===== config.mk =====
export PLATFORM = sky130hd
export DESIGN_NAME = pc_sequencer
export DESIGN_NICKNAME = d
export VERILOG_FILES = /design/src/rtl/pc_sequencer.sv
export SDC_FILE = /design/constraint.sdc
export NUM_CORES = 1
export LEC_CHECK = 0
export BUFFER_PORTS_ARGS = -buffer_cell sky130_fd_sc_hd__buf_2
export CORE_ASPECT_RATIO = 0.7
export CORE_UTILIZATION = 45
export CTS_CLUSTER_SIZE = 20
export DETAILED_ROUTE_END_ITERATION = 8
export PLACE_DENSITY = 0.79
export SYNTH_ARGS = -nofsm -noshare
export SYNTH_HDL_FRONTEND = slang
export SYNTH_SLANG_ARGS = --single-unit

===== constraint.sdc =====
create_clock -name clock -period 2.4 [get_ports clock]
set_clock_uncertainty 0.15 [all_clocks]
set_input_delay 0.12 -clock clock [delete_from_list [all_inputs] [get_ports clock]]
set_output_delay 0.12 -clock clock [all_outputs]
set_load 0.005 [all_outputs]

===== src/rtl/pc_sequencer.sv =====
// pc_sequencer: program-counter sequencer handling fetch handshake, stall, branch, jump and halt.
// Optional build macro ALIGN_CHECK_EN: forces word-aligned redirect targets and halts on misalignment.
`default_nettype none

module pc_sequencer #(
    parameter logic [31:0] RESET_VECTOR = 32'h0000_0000,
    parameter int          TIMEOUT      = 16,
    parameter int          CNT_W        = 5
) (
    input  logic        clock,
    input  logic        reset,
    input  logic [31:0] pc_in,
    output logic [31:0] next_pc,
    output logic        imem_req,
    input  logic        imem_ack,
    output logic        instr_valid,
    input  logic        stall,
    input  logic        branch_taken,
    input  logic [31:0] branch_target,
    input  logic        jump,
    input  logic [31:0] jump_target,
    input  logic        halt,
    input  logic        resume,
    output logic        halted,
    output logic        fetch_err,
`ifdef ALIGN_CHECK_EN
    output logic        align_err,
`endif
    output logic [31:0] instr_count
);

    typedef enum logic [1:0] {
        S_BOOT   = 2'd0,
        S_FETCH  = 2'd1,
        S_ISSUE  = 2'd2,
        S_HALTED = 2'd3
    } state_t;

    state_t             state, state_nx;
    logic [CNT_W-1:0]   tmo_cnt, tmo_nx;
    logic               err_set, err_clr, count_inc;
    logic [31:0]        redirect_pc;
    logic               redirect_sel;

`ifdef ALIGN_CHECK_EN
    logic               align_set;
    logic               redirect_mis;
`endif

    always_comb begin
        state_nx     = state;
        next_pc      = pc_in;
        tmo_nx       = '0;
        err_set      = 1'b0;
        err_clr      = 1'b0;
        count_inc    = 1'b0;
        redirect_sel = 1'b0;
        redirect_pc  = jump ? jump_target : branch_target;
`ifdef ALIGN_CHECK_EN
        align_set    = 1'b0;
        redirect_mis = |redirect_pc[1:0];
        redirect_pc  = {redirect_pc[31:2], 2'b00};
`endif
        case (state)
            S_BOOT: begin
                next_pc  = RESET_VECTOR;
                state_nx = S_FETCH;
            end
            S_FETCH: begin
                // A late ack on the timeout cycle still counts as success.
                if (imem_ack) begin
                    state_nx = S_ISSUE;
                end else if (tmo_cnt == CNT_W'(TIMEOUT - 1)) begin
                    state_nx = S_HALTED;
                    err_set  = 1'b1;
                end else begin
                    tmo_nx = tmo_cnt + 1'b1;
                end
            end
            S_ISSUE: begin
                if (stall) begin
                    state_nx = S_ISSUE;
                end else if (halt) begin
                    state_nx  = S_HALTED;
                    count_inc = 1'b1;
                end else if (jump || branch_taken) begin
                    redirect_sel = 1'b1;
                    next_pc      = redirect_pc;
                    state_nx     = S_FETCH;
                    count_inc    = 1'b1;
`ifdef ALIGN_CHECK_EN
                    if (redirect_mis) begin
                        state_nx  = S_HALTED;
                        align_set = 1'b1;
                    end
`endif
                end else begin
                    next_pc   = pc_in + 32'd4;
                    state_nx  = S_FETCH;
                    count_inc = 1'b1;
                end
            end
            S_HALTED: begin
                if (resume && !halt) begin
                    state_nx = S_FETCH;
                    err_clr  = 1'b1;
                end
            end
            default: begin
                state_nx = S_BOOT;
                next_pc  = RESET_VECTOR;
            end
        endcase
    end

    always_ff @(posedge clock or posedge reset) begin
        if (reset) begin
            state       <= S_BOOT;
            tmo_cnt     <= '0;
            fetch_err   <= 1'b0;
            instr_count <= 32'd0;
        end else begin
            state   <= state_nx;
            tmo_cnt <= tmo_nx;
            if (err_set) begin
                fetch_err <= 1'b1;
            end else if (err_clr) begin
                fetch_err <= 1'b0;
            end
            if (count_inc) begin
                instr_count <= instr_count + 32'd1;
            end
        end
    end

`ifdef ALIGN_CHECK_EN
    always_ff @(posedge clock or posedge reset) begin
        if (reset) begin
            align_err <= 1'b0;
        end else if (align_set) begin
            align_err <= 1'b1;
        end else if (err_clr) begin
            align_err <= 1'b0;
        end
    end
`endif

    assign imem_req    = (state == S_FETCH);
    assign instr_valid = (state == S_ISSUE);
    assign halted      = (state == S_HALTED);

    // redirect_sel only marks the redirect path for readability in waves.
    logic unused_sel;
    assign unused_sel = redirect_sel;

endmodule

`default_nettype wire

After elaboration in Yosys (flattened, before gate mapping)
Index checks and enable logic that the tools add are counted.
Widths: inputs -> output; s select.
- register bits after elaboration: 40
- input bits: 104
- output and inout bits: 68
- logic and storage cells: 42
- add/sub/neg operators: 3
- equality and inequality tests: 6
- mux-type cells: 23
- reduce and logical (&&, ||, !) cells: 6
- operators with widths (kind ; count):
    $mux 32 ; 4
    $pmux 32 s2 ; 1
    $add 32x1->32 const B ; 1
    $add 32x3->32 const B ; 1
    $mux 5 ; 3
    $mux 2 ; 5
    $mux 1 ; 9
    $pmux 2 s4 ; 1
    $add 5x1->5 const B ; 1
    $eq 5x4->1 const B ; 1
    $eq 2x2->1 const B ; 2
    $ne 3x1->1 const B ; 1
    $eq 2x1->1 const B ; 1
    $logic_not 2->1 ; 1
    $ne 2x1->1 const B ; 1
    $reduce_and 2->1 ; 1
    $reduce_bool 2->1 ; 1
    $logic_and 1x1->1 ; 1
    $logic_not 1->1 ; 1
    $logic_or 1x1->1 ; 1

Depth between registers and ports, before layout
Gate-level depths: netlist of run 1.
- depth in word-level cells: 6
- depth in mapped cells: 9
- depth with buffers taken out: 7

Least setup slack after synthesis of run 1
OpenSTA, ideal clock, no wires.
- path kind: register -> output
- from: reg state[0]
- to: out next_pc[13]
- arrival time: 1808 ps
- data required time: 2130 ps
- path slack: 322 ps
- stages on the path, launching flop included: 10
- cell sequence: dfrtp_1 inv_1 ha_1 nor3b_2 clkbuf_8 buf_2 o221ai_1 a31oi_1 o21ai_0 o21ai_0
- word-level cells in the longest chain between the ends: 2
- elaborated cells between the ends (all ways): 3
- RTL lines (what ; RTL line ; RTL):
    from (decl) ; 39 ; state_t state, state_nx;
    from (signal assigned) ; 123 ; state <= state_nx;
    $eq 2x2->1 ; n/a ;
    named net instr_valid ; 16 ; output logic instr_valid,
    $pmux 32 s2 ; 64 ; case (state)
    to (decl) ; 13 ; output logic [31:0] next_pc,
The timed path passes the listed nets, and every way through them passes these cells.

Worst setup path in the final report of run 1
- from: reg state[0]
- to: out next_pc[10]
- word-level cells in the longest chain between the ends: 2
- elaborated cells between the ends (all ways): 3
- RTL lines (what ; RTL line):
    $eq 2x2->1 or $logic_not 2->1 (tied branches) ; 64
    $pmux 32 s2 * ; 64
Every way passes the cells marked *; elsewhere a longest branch is shown, timed or not.

==> impl_metrics.tcl, run 1 <==
set metrics [dict create \
    status "finished, final reports clean" \
    cts.htree.levels 2 \
    maxCapViolCount 0 \
    layout_commonest_cell "buf_2" \
    synth_edf_count 0 \
    timing.rr.end "instr_count[25]$_DFFE_PP0P_" \
    path_buf_inv 4 \
    yosysWarnings 0 \
    port_buffers 171 \
    cts.sinks 40 \
    setup_tns_ps 0 \
    grt_pass1_vias 3499 \
    async_reset_ff_frac 1.00 \
    antenna_found_initial 0 \
    n_fill_cell 604 \
    reg2reg_from "state[0]$_DFFE_PP0P_" \
    fin_util 0.657 \
    layout_common_cells "buf_2 (171), o21ai_0 (47), dfrtp_1 (40)" \
    cp_top_family "buffers and inverters" \
    min-delay-path-class "in -> reg" \
    worstPathMaxFanout 8 \
    die_area_mm2 0.00781 \
    clk_latency_ps 290 \
    crit_slowest_cell "dfrtp_1" \
    drc 0 \
    syn_inst 393 \
    required_ps 2130 \
    synth_area_mm2 0.00336 \
    setup_viol 0 \
    core.rowCount 25 \
    slowest_delay_ps 390 \
    hold_viol 0 \
    coreArea_mm2 0.00698 \
    grt_use_total 0.279 \
    wirelength_um 11200 \
    cp.depth 10 \
    pin_count 172 \
    routed_via_density 5.97 \
    fin_cells 665 \
    nets 682 \
    drtAntennaViolNets 0 \
    hpwl_um 8520 \
    critPathKind "reg -> out" \
    drt_first_iter_violations 247 \
    initial_core_util 0.481 \
    endpoint "next_pc[10]" \
    die_x_um 105 \
    r2r_cells 7 \
    fmax_ghz 0.428 \
    place_inst 650 \
    gp_congestion 0.938 \
    avgSynthCellArea_um2 8.54 \
    die_y_um 74.3 \
    ys.flop_type "dfrtp_1" \
    cp_common_cell "o21ai_0" \
    p_total_w 0.00247 \
    drive_above_1_share 0.412 \
    synthToLayoutAreaGrowth_pct 36.7 \
    hold_depth 4 \
    grt-ovfl-total 0 \
    tightest_slew_ps 597 \
    synth-seq-cells 40 \
    cp-start-kind "flip-flop" \
    grt_max_degree 41 \
    cts_made_buffers 5 \
    grt_pass1_wl_um 17300 \
    root_buffer "clkbuf_8" \
    max_slew_margin 0.601 \
    dr.pass1.iters 5 \
    worst_hold_slack_ps 57.2 \
    crit_path_start "state[0]$_DFFE_PP0P_" \
    ir_drop_uv 294 \
    path_clk_slew_ps 70 \
    critical_path_arrival_ps 2060 \
    n_antenna_cell 0 \
    p_per_area_mw_per_mm2 538 \
    path_cells "inv_2, ha_4, nor3b_4, buf_6, buf_12, o221ai_2, a31oi_1, o21ai_0, o21ai_0, buf_2" \
    clk_path_buf_depth 2 \
    p_leak_nw 2.27 \
    fin_crit_ps 2330 \
    end_kind "primary output" \
    num_vias 3972 \
    avgRoutedWirePerCell_um 16.9 \
    period_share 0.973 \
    ff2ff_setup_slack_ps 380 \
    syn_nets 504 \
    synth_seq_area_share 0.298 \
    maxSlewViolCount 0 \
    ys_types 54 \
    cts_tree "built" \
]
## per-layer routing
layer	wire length (µm)	GRT usage
met2	5090	0.449
met5	0	0
met4	202	0.0720
met1	5050	0.394
met3	884	0.0473
## synth_stat cells, types with 3 or more instances
| cell | number | area, µm² |
|---|---|---|
| a41oi_1 | 6 | 52.6 |
| o221ai_1 | 16 | 140 |
| nand4_1 | 14 | 87.6 |
| nand2_1 | 27 | 101 |
| nand2b_1 | 3 | 18.8 |
| xnor2_1 | 28 | 245 |
| and3_1 | 12 | 75.1 |
| a21o_1 | 10 | 75.1 |
| ha_1 | 7 | 87.6 |
| nor3_1 | 8 | 40.0 |
| o221a_2 | 11 | 124 |
| dfrtp_1 | 40 | 1000 |
| a22o_1 | 12 | 105 |
| and2_1 | 4 | 25.0 |
| and4_1 | 6 | 52.6 |
| clkbuf_1 | 7 | 26.3 |
| a21oi_1 | 9 | 45.0 |
| o211ai_1 | 3 | 22.5 |
| o22ai_1 | 3 | 18.8 |
| o21ai_0 | 50 | 250 |
| buf_2 | 6 | 30.0 |
| xor2_1 | 6 | 52.6 |
| clkbuf_8 | 3 | 41.3 |
| nor2b_1 | 3 | 18.8 |
| mux2i_1 | 3 | 30.0 |
| a31oi_1 | 10 | 62.6 |
| nand3_1 | 20 | 100 |
| nor2_1 | 19 | 71.3 |
| inv_1 | 18 | 67.6 |
## tightest hold or removal path, delay by kind of cell
| kind | cells | cell delay (ps) |
|---|---|---|
| buffers and inverters | 1 | 100 |
| AOI/OAI and AO/OA | 2 | 160 |
| and+or+nand+nor | 1 | 80 |
## metrics by stage
step / setup WS (ps) / instance area, µm²
2_1_floorplan: 322 / 3360
3_3_place_gp: 316 / 4310
3_5_place_dp: 241 / 4310
4_1_cts: 4.61 / 4470
5_1_grt: -20.7 / 4590
6_report: 65.4 / 4590
## flip-flops by register name, indices dropped and copies added, names as in the netlist
signal,flops
fetch_err,1
instr_count,32
state,2
tmo_cnt,5
## what timing repair did
item / 4_1_cts / 5_1_grt
cloned: 1 / 1
endpoints found under the hold margin: 42 / 0
hold buffers: 2 / 0
resized for setup: 3 / 19
buffers inserted: 2 / 2
endpoints found under the setup margin: 16 / 27
pin swaps: 0 / 2
## cell type report
cell class / count / area, µm² / share of cell area
inverters: 19 / 71.3 / 0.0156
flip-flops and latches: 40 / 1000 / 0.218
repair buffers: 192 / 1090 / 0.237
well taps: 94 / 118 / 0.0256
multi-input cells: 313 / 2230 / 0.485
clock buffers: 5 / 68.8 / 0.0150
clock inverters: 2 / 12.5 / 0.00273
## worst min-delay path by stage
stage,start,to,slack (ps)
after global placement,reset,tmo_cnt[0]$_DFF_PP0_,110
after global routing,resume,fetch_err$_DFFE_PP0P_,70
final,resume,fetch_err$_DFFE_PP0P_,60
after floorplan,imem_ack,tmo_cnt[2]$_DFF_PP0_,150
after detailed placement,reset,instr_count[8]$_DFFE_PP0P_,120
after CTS,resume,fetch_err$_DFFE_PP0P_,30
## cell families (layout without fill, tap and decap cells)
kind of cell               count (synthesis)  after routing  share of synthesized area
AOI/OAI and AO/OA                        137            137                      0.284
and+or+nand+nor                          131            131                      0.228
DFF                                       40             40                      0.298
buffers and inverters                     40            218                     0.0623
xor gates and xnor gates                  34             34                     0.0887
adders and majority gates                  7              7                     0.0261
muxes                                      4              4                     0.0123
## power breakdown
group	switching, W	internal [W]
clock	0.000230	0.000197
sequential	0.0000531	0.000726
combinational	0.000646	0.000615
total	0.000930	0.00154
No activity file was read; power rests on OpenSTA's default activity.
==> inputs of run 2 (changes only) <==
- ABC_AREA: unset -> 1
- PLACE_DENSITY: 0.79 -> 0.76
==> run 2 against run 1 <==
- largest power group unchanged
- first-iteration DRC count rose by 31%
- setup slack gained 89 ps
- sequential power up 1%
==> impl_metrics.tcl, run 2 <==
set metrics [dict create \
    status "finished, final reports clean" \
    period_share 0.936 \
    drive_above_1_share 0.263 \
    p_per_area_mw_per_mm2 510 \
    grt_use_total 0.273 \
    setup_viol 0 \
    largest_reg_flops 32 \
    cp_top_family "simple AND/OR/NAND/NOR gates" \
    gp_congestion 0.977 \
    crit_slowest_cell "dfrtp_1" \
    fin_crit_ps 2250 \
    max_slew_margin 0.628 \
    hold_viol 0 \
    p_sw_w 0.00103 \
    pin_count 172 \
    hpwl_um 10300 \
    routed_via_density 4.98 \
    n_antenna_cell 0 \
    holdPathEnd "fetch_err$_DFFE_PP0P_" \
    path_clk_slew_ps 60 \
    syn_inst 673 \
    die_x_um 115 \
    synth_top_family_by_area "simple AND/OR/NAND/NOR gates" \
    cts_made_buffers 5 \
    worstPathMaxFanout 22 \
    yosysTopAreaCell "dfrtp_1" \
    ys.flop_type "dfrtp_1" \
    synth_mux_area_frac 0 \
    clk_path_buf_depth 2 \
    layout_commonest_cell "nand2_1" \
    grt_max_degree 41 \
    layout_common_cells "nand2_1 (240), buf_2 (171), nor2_1 (127)" \
    comb_power_share 0.453 \
    ir_drop_uv 335 \
    grt-ovfl-total 0 \
    maxSlewViolCount 0 \
    synthToLayoutAreaGrowth_pct 29.4 \
    min_from "halt" \
    critPathKind "reg -> out" \
    yosysWarnings 0 \
    drc 0 \
    timing.rr.end "instr_count[31]$_DFFE_PP0P_" \
    end_kind "primary output" \
    avgSynthCellArea_um2 5.93 \
    ys_types 37 \
    grt_pass1_vias 4328 \
    synth.most_common_cell "nand2_1" \
    drt_first_iter_violations 323 \
    path_buf_inv 4 \
    fin_cells 968 \
    top_register "instr_count" \
    fmax_ghz 0.445 \
    reg_top3 "instr_count (32), tmo_cnt (5), state (2)" \
    root_buffer "clkbuf_16" \
    tightest_slew_ps 557 \
    regArea_mm2 0.00100 \
    min-delay-path-class "in -> reg" \
    r2r_cells 9 \
    yosys-top-cells-count "nand2_1 (241), nor2_1 (127), inv_1 (64)" \
    dp_slack_ps 266 \
    die_area_mm2 0.00925 \
    ff2ff_setup_slack_ps 500 \
    async_reset_ff_frac 1.00 \
    critical_path_arrival_ps 1980 \
    drtAntennaViolNets 0 \
    dr.pass1.iters 6 \
    port_buffers 171 \
    wirelength_um 12700 \
    multi_input_area_mm2 0.00268 \
    cp-start-kind "flip-flop" \
    place_inst 958 \
    switching_share 0.391 \
    synth_seq_area_share 0.251 \
    setup_tns_ps 0 \
    nets 958 \
    grt_pass1_wl_um 20000 \
    synth_xor_xnor_area_share 0.0677 \
    hold_depth 4 \
    reg2reg_from "state[0]$_DFFE_PP0P_" \
    synth-simple-area-share 0.517 \
    cellInternalPower_w 0.00160 \
    initial_core_util 0.469 \
    stdcell_area_mm2 0.00516 \
    fin_util 0.606 \
    core.rowCount 28 \
    synth.top_cell.area_share 0.251 \
    clk_latency_ps 280 \
    avgRoutedWirePerCell_um 13.1 \
    n_fill_cell 878 \
    synth_area_mm2 0.00399 \
    seq_power_share 0.300 \
    coreArea_mm2 0.00851 \
    synth_compound_area_frac 0.0630 \
    path_cells "inv_1, ha_2, inv_1, nor2_1, nor2_4, inv_4, nand2_1, nand2_1, buf_2" \
    synthAdderAreaFrac 0.0220 \
    die_y_um 80.8 \
    syn_nets 784 \
    slowest_delay_ps 410 \
    grt_setup_unrepaired "false" \
    synthTopCellsByArea "dfrtp_1 (25%), nand2_1 (23%), nor2_1 (12%)" \
    p_leak_nw 2.87 \
    synth_edf_count 0 \
    fin_ws_ps 154 \
    num_vias 4822 \
    cts_tree "built" \
    cts.htree.levels 2 \
    maxCapViolCount 0 \
    synth-seq-cells 40 \
    cts.sinks 40 \
    dpl_cell_area_mm2 0.00499 \
    antenna_found_initial 0 \
    p_clk_frac 0.247 \
    post_cts_buffers 0 \
    required_ps 2130 \
]
-- run 2: cell count changes after synthesis, moves of 12 or more --
cell / before / now
inv_1: 18 / 64
nand3_1: 20 / 33
xnor2_1: 28 / 15
nand2_1: 27 / 241
nor2_1: 19 / 127
o221ai_1: 16 / 0
o21ai_0: 50 / 21
a22o_1: 12 / 0
nor3_1: 8 / 29
-- run 2: what timing repair did --
action,in CTS,in global routing
resized for setup,1,2
hold buffers,2,0
pin swaps,0,0
endpoints found under the setup margin,10,26
endpoints found under the hold margin,41,0
-- run 2: layout make-up --
| class | count | area share |
|---|---|---|
| multi-input cells | 552 | 0.519 |
| inverters | 69 | 0.0516 |
| repair buffers | 179 | 0.178 |
| well taps | 120 | 0.0291 |
| clock inverters | 3 | 0.00364 |
| clock buffers | 5 | 0.0242 |
| flip-flops and latches | 40 | 0.194 |
-- run 2: worst reg2reg max path: stages (launching register included) --
cell and delay [ps]:
dfrtp_1 410, inv_1 90, ha_2 280, nand2_4 150, nor2_2 190, nand2_2 130
nor2_8 160, nand4_1 120, nand2_1 90, inv_1 40
-- run 2: logic make-up (layout without fill, tap and decap cells) --
group / count (synthesis) / count (layout)
AO/OA/AOI/OAI: 44 / 44
flip-flops: 40 / 40
AND/OR/NAND/NOR: 471 / 471
buffers and inverters: 81 / 256
XOR/XNOR: 30 / 30
adder cells (fa/ha/maj): 7 / 7
-- run 2: how the worst max path moves through the flow --
stage | slack, ps | end | cells past startpoint | startpoint
after global routing | 10 | next_pc[10] | 9 | state[0]$_DFFE_PP0P_
after floorplan | 610 | instr_count[23]$_DFFE_PP0P_ | 8 | state[0]$_DFFE_PP0P_
after detailed placement | 270 | next_pc[22] | 9 | state[0]$_DFFE_PP0P_
after global placement | 360 | next_pc[7] | 9 | state[0]$_DFFE_PP0P_
final | 150 | next_pc[22] | 9 | state[0]$_DFFE_PP0P_
after CTS | 20 | next_pc[16] | 8 | state[0]$_DFFE_PP0P_
-- run 2: routing by layer --
metal | share of wire | routed length [µm] | global-route usage | up-vias
met5 | 0 | 0 | 0 | -
met4 | 0.011 | 140 | 0.0649 | 0
met3 | 0.082 | 1040 | 0.0455 | 18
met2 | 0.41 | 5210 | 0.418 | 199
met1 | 0.49 | 6260 | 0.400 | 2147
li1 | - | - | - | 2458
-- run 2: through the flow --
| stage | hold WS (ps) | total power (W) |
|---|---|---|
| after detailed placement | 125 | 0.00197 |
| after global placement | 113 | 0.00194 |
| final | 11.5 | 0.00263 |
| after floorplan | 162 | 0.00144 |
| after CTS | 12.1 | 0.00265 |
| after global routing | 21.7 | 0.00282 |
-- run 2: power by group through the flow --
stage | clock [W] | sequential (W) | combinational (W)
after floorplan | 0 | 0.000793 | 0.000649
after global placement | 0 | 0.000795 | 0.00114
after detailed placement | 0 | 0.000799 | 0.00117
after CTS | 0.000667 | 0.000789 | 0.00119
after global routing | 0.000695 | 0.000797 | 0.00133
final | 0.000651 | 0.000789 | 0.00119
==> inputs of run 3 (changes only) <==
- clock period: 2.4 -> 2.8 ns (I/O delays scaled with it)
==> run 3 against run 2 <==
- clock power fell by 11%
- utilization fell by 0.31 points
- global-route usage rose by 0.49 points
- via count rose by 0.71%
- die area did not move
- first-iteration DRC count rose by 41%
- non-clock buffer count fell by 3
- register-to-register slack improved by 320 ps
- critical path depth did not move
- clock-buffer cell count rose by 2
- total power fell by 14%
- wire length rose by 0.73%
- critical path type unchanged
- critical endpoint is now next_pc[30]
==> impl_metrics.tcl, run 3 (same netlist as run 2, synthesis figures left out) <==
set metrics [dict create \
    avgRoutedWirePerCell_um 13.2 \
    cts.sinks 40 \
    wirelength_um 12700 \
    die_area_mm2 0.00925 \
    drt_first_iter_violations 455 \
    fin_ws_ps 367 \
    setup_tns_ps 0 \
    initial_core_util 0.469 \
    path_clk_slew_ps 60 \
    coreArea_mm2 0.00851 \
    ctsResizeCount 0 \
    grt_pass1_vias 4174 \
    period_share 0.869 \
    core.rowCount 28 \
    end_kind "primary output" \
    cts_made_buffers 5 \
    drc 0 \
    dr.pass1.iters 5 \
    maxSlewViolCount 0 \
    dp_slack_ps 651 \
    critPathKind "reg -> out" \
    status "finished, final reports clean" \
    grt_pass1_wl_um 20200 \
    fin_crit_ps 2430 \
    layout_common_cells "nand2_1 (241), buf_2 (171), nor2_1 (127)" \
    hpwl_um 10300 \
    grt_max_degree 41 \
    drtAntennaViolNets 0 \
    synthToLayoutAreaGrowth_pct 28.7 \
    clk_latency_ps 280 \
    die_y_um 80.8 \
    pin_count 172 \
    nets 955 \
    grt_setup_unrepaired "false" \
    critical_path_arrival_ps 2140 \
    ir_drop_uv 266 \
    routed_via_density 5.03 \
    drive_above_1_share 0.258 \
    antenna_found_initial 0 \
    required_ps 2510 \
    cts_tree "built" \
    maxCapViolCount 0 \
    fmax_ghz 0.411 \
    p_per_area_mw_per_mm2 439 \
    cp-start-kind "flip-flop" \
    root_buffer "clkbuf_16" \
    largest_reg_flops 32 \
    grt_use_total 0.278 \
    hold_viol 0 \
    port_buffers 171 \
    num_vias 4856 \
    die_x_um 115 \
    setup_viol 0 \
    post_cts_buffers 0 \
    min-delay-path-class "in -> reg" \
    layout_commonest_cell "nand2_1" \
    worstPathMaxFanout 22 \
    p_leak_nw 2.85 \
    clk_path_buf_depth 2 \
    p_total_w 0.00225 \
    n_antenna_cell 0 \
    top_register "instr_count" \
    reg_top3 "instr_count (32), tmo_cnt (5), state (2)" \
    gp_congestion 0.984 \
    tightest_slew_ps 569 \
    cts.htree.levels 2 \
    max_slew_margin 0.619 \
    grt-ovfl-total 0 \
    n_fill_cell 862 \
]
## run 3: layout make-up
cell class,instances,area (µm²),share of cell area
clock inverters,1,7.51,0.00146
repair buffers,176,896,0.174
flip-flops and latches,40,1000,0.195
inverters,69,264,0.0514
multi-input cells,552,2670,0.521
clock buffers,7,143,0.0278
well taps,120,150,0.0292
## run 3: critical path: stages (launching register included)
cell	delay, ps
dfrtp_1	410
inv_1	90
ha_1	320
inv_1	80
nor2_1	220
nor2_4	100
inv_2	320
nand2_1	120
nand2_1	90
buf_2	100
## run 3: what timing repair did
item,4_1_cts,5_1_grt
hold buffers,1,0
hold endpoints to repair,40,0
endpoints found under the setup margin,0,0
## run 3: where the power goes
part	internal [W]	switching [W]	total, W	leakage [nW]
combinational	0.000410	0.000590	0.00100	2.24
clock	0.000355	0.000224	0.000578	0.0701
sequential	0.000628	0.0000489	0.000676	0.534
total	0.00139	0.000863	0.00225	2.85
## run 3: layer usage
layer / GRT usage / routed length, µm
met1: 0.413 / 6210
met2: 0.418 / 5290
met3: 0.0567 / 1140
met4: 0.0506 / 111
met5: 0 / 0
## run 3: through the flow
stage          hold WS (ps)  utilization  cell area [µm²]  instances
2_1_floorplan           182            -             3990        673
3_3_place_gp            134        0.584             4970        956
3_5_place_dp            144        0.584             4970        956
4_1_cts                2.62        0.603             5130        965
5_1_grt                26.1        0.603             5130        965
6_report               7.16        0.603             5130        965
## run 3: path summary, 6_finish.rpt
| path | start | endpoint | slack (ps) | cells after the start |
|---|---|---|---|---|
| min in group asynchronous | reset | instr_count[19]$_DFFE_PP0P_ | 360 | 4 |
| max in group asynchronous | reset | instr_count[5]$_DFFE_PP0P_ | 1780 | 4 |
| min reg2reg | tmo_cnt[0]$_DFF_PP0_ | tmo_cnt[0]$_DFF_PP0_ | 310 | 1 |
| max reg2reg | state[0]$_DFFE_PP0P_ | instr_count[24]$_DFFE_PP0P_ | 820 | 8 |
| max | state[0]$_DFFE_PP0P_ | next_pc[30] | 370 | 9 |
| min | imem_ack | tmo_cnt[2]$_DFF_PP0_ | 7 | 4 |
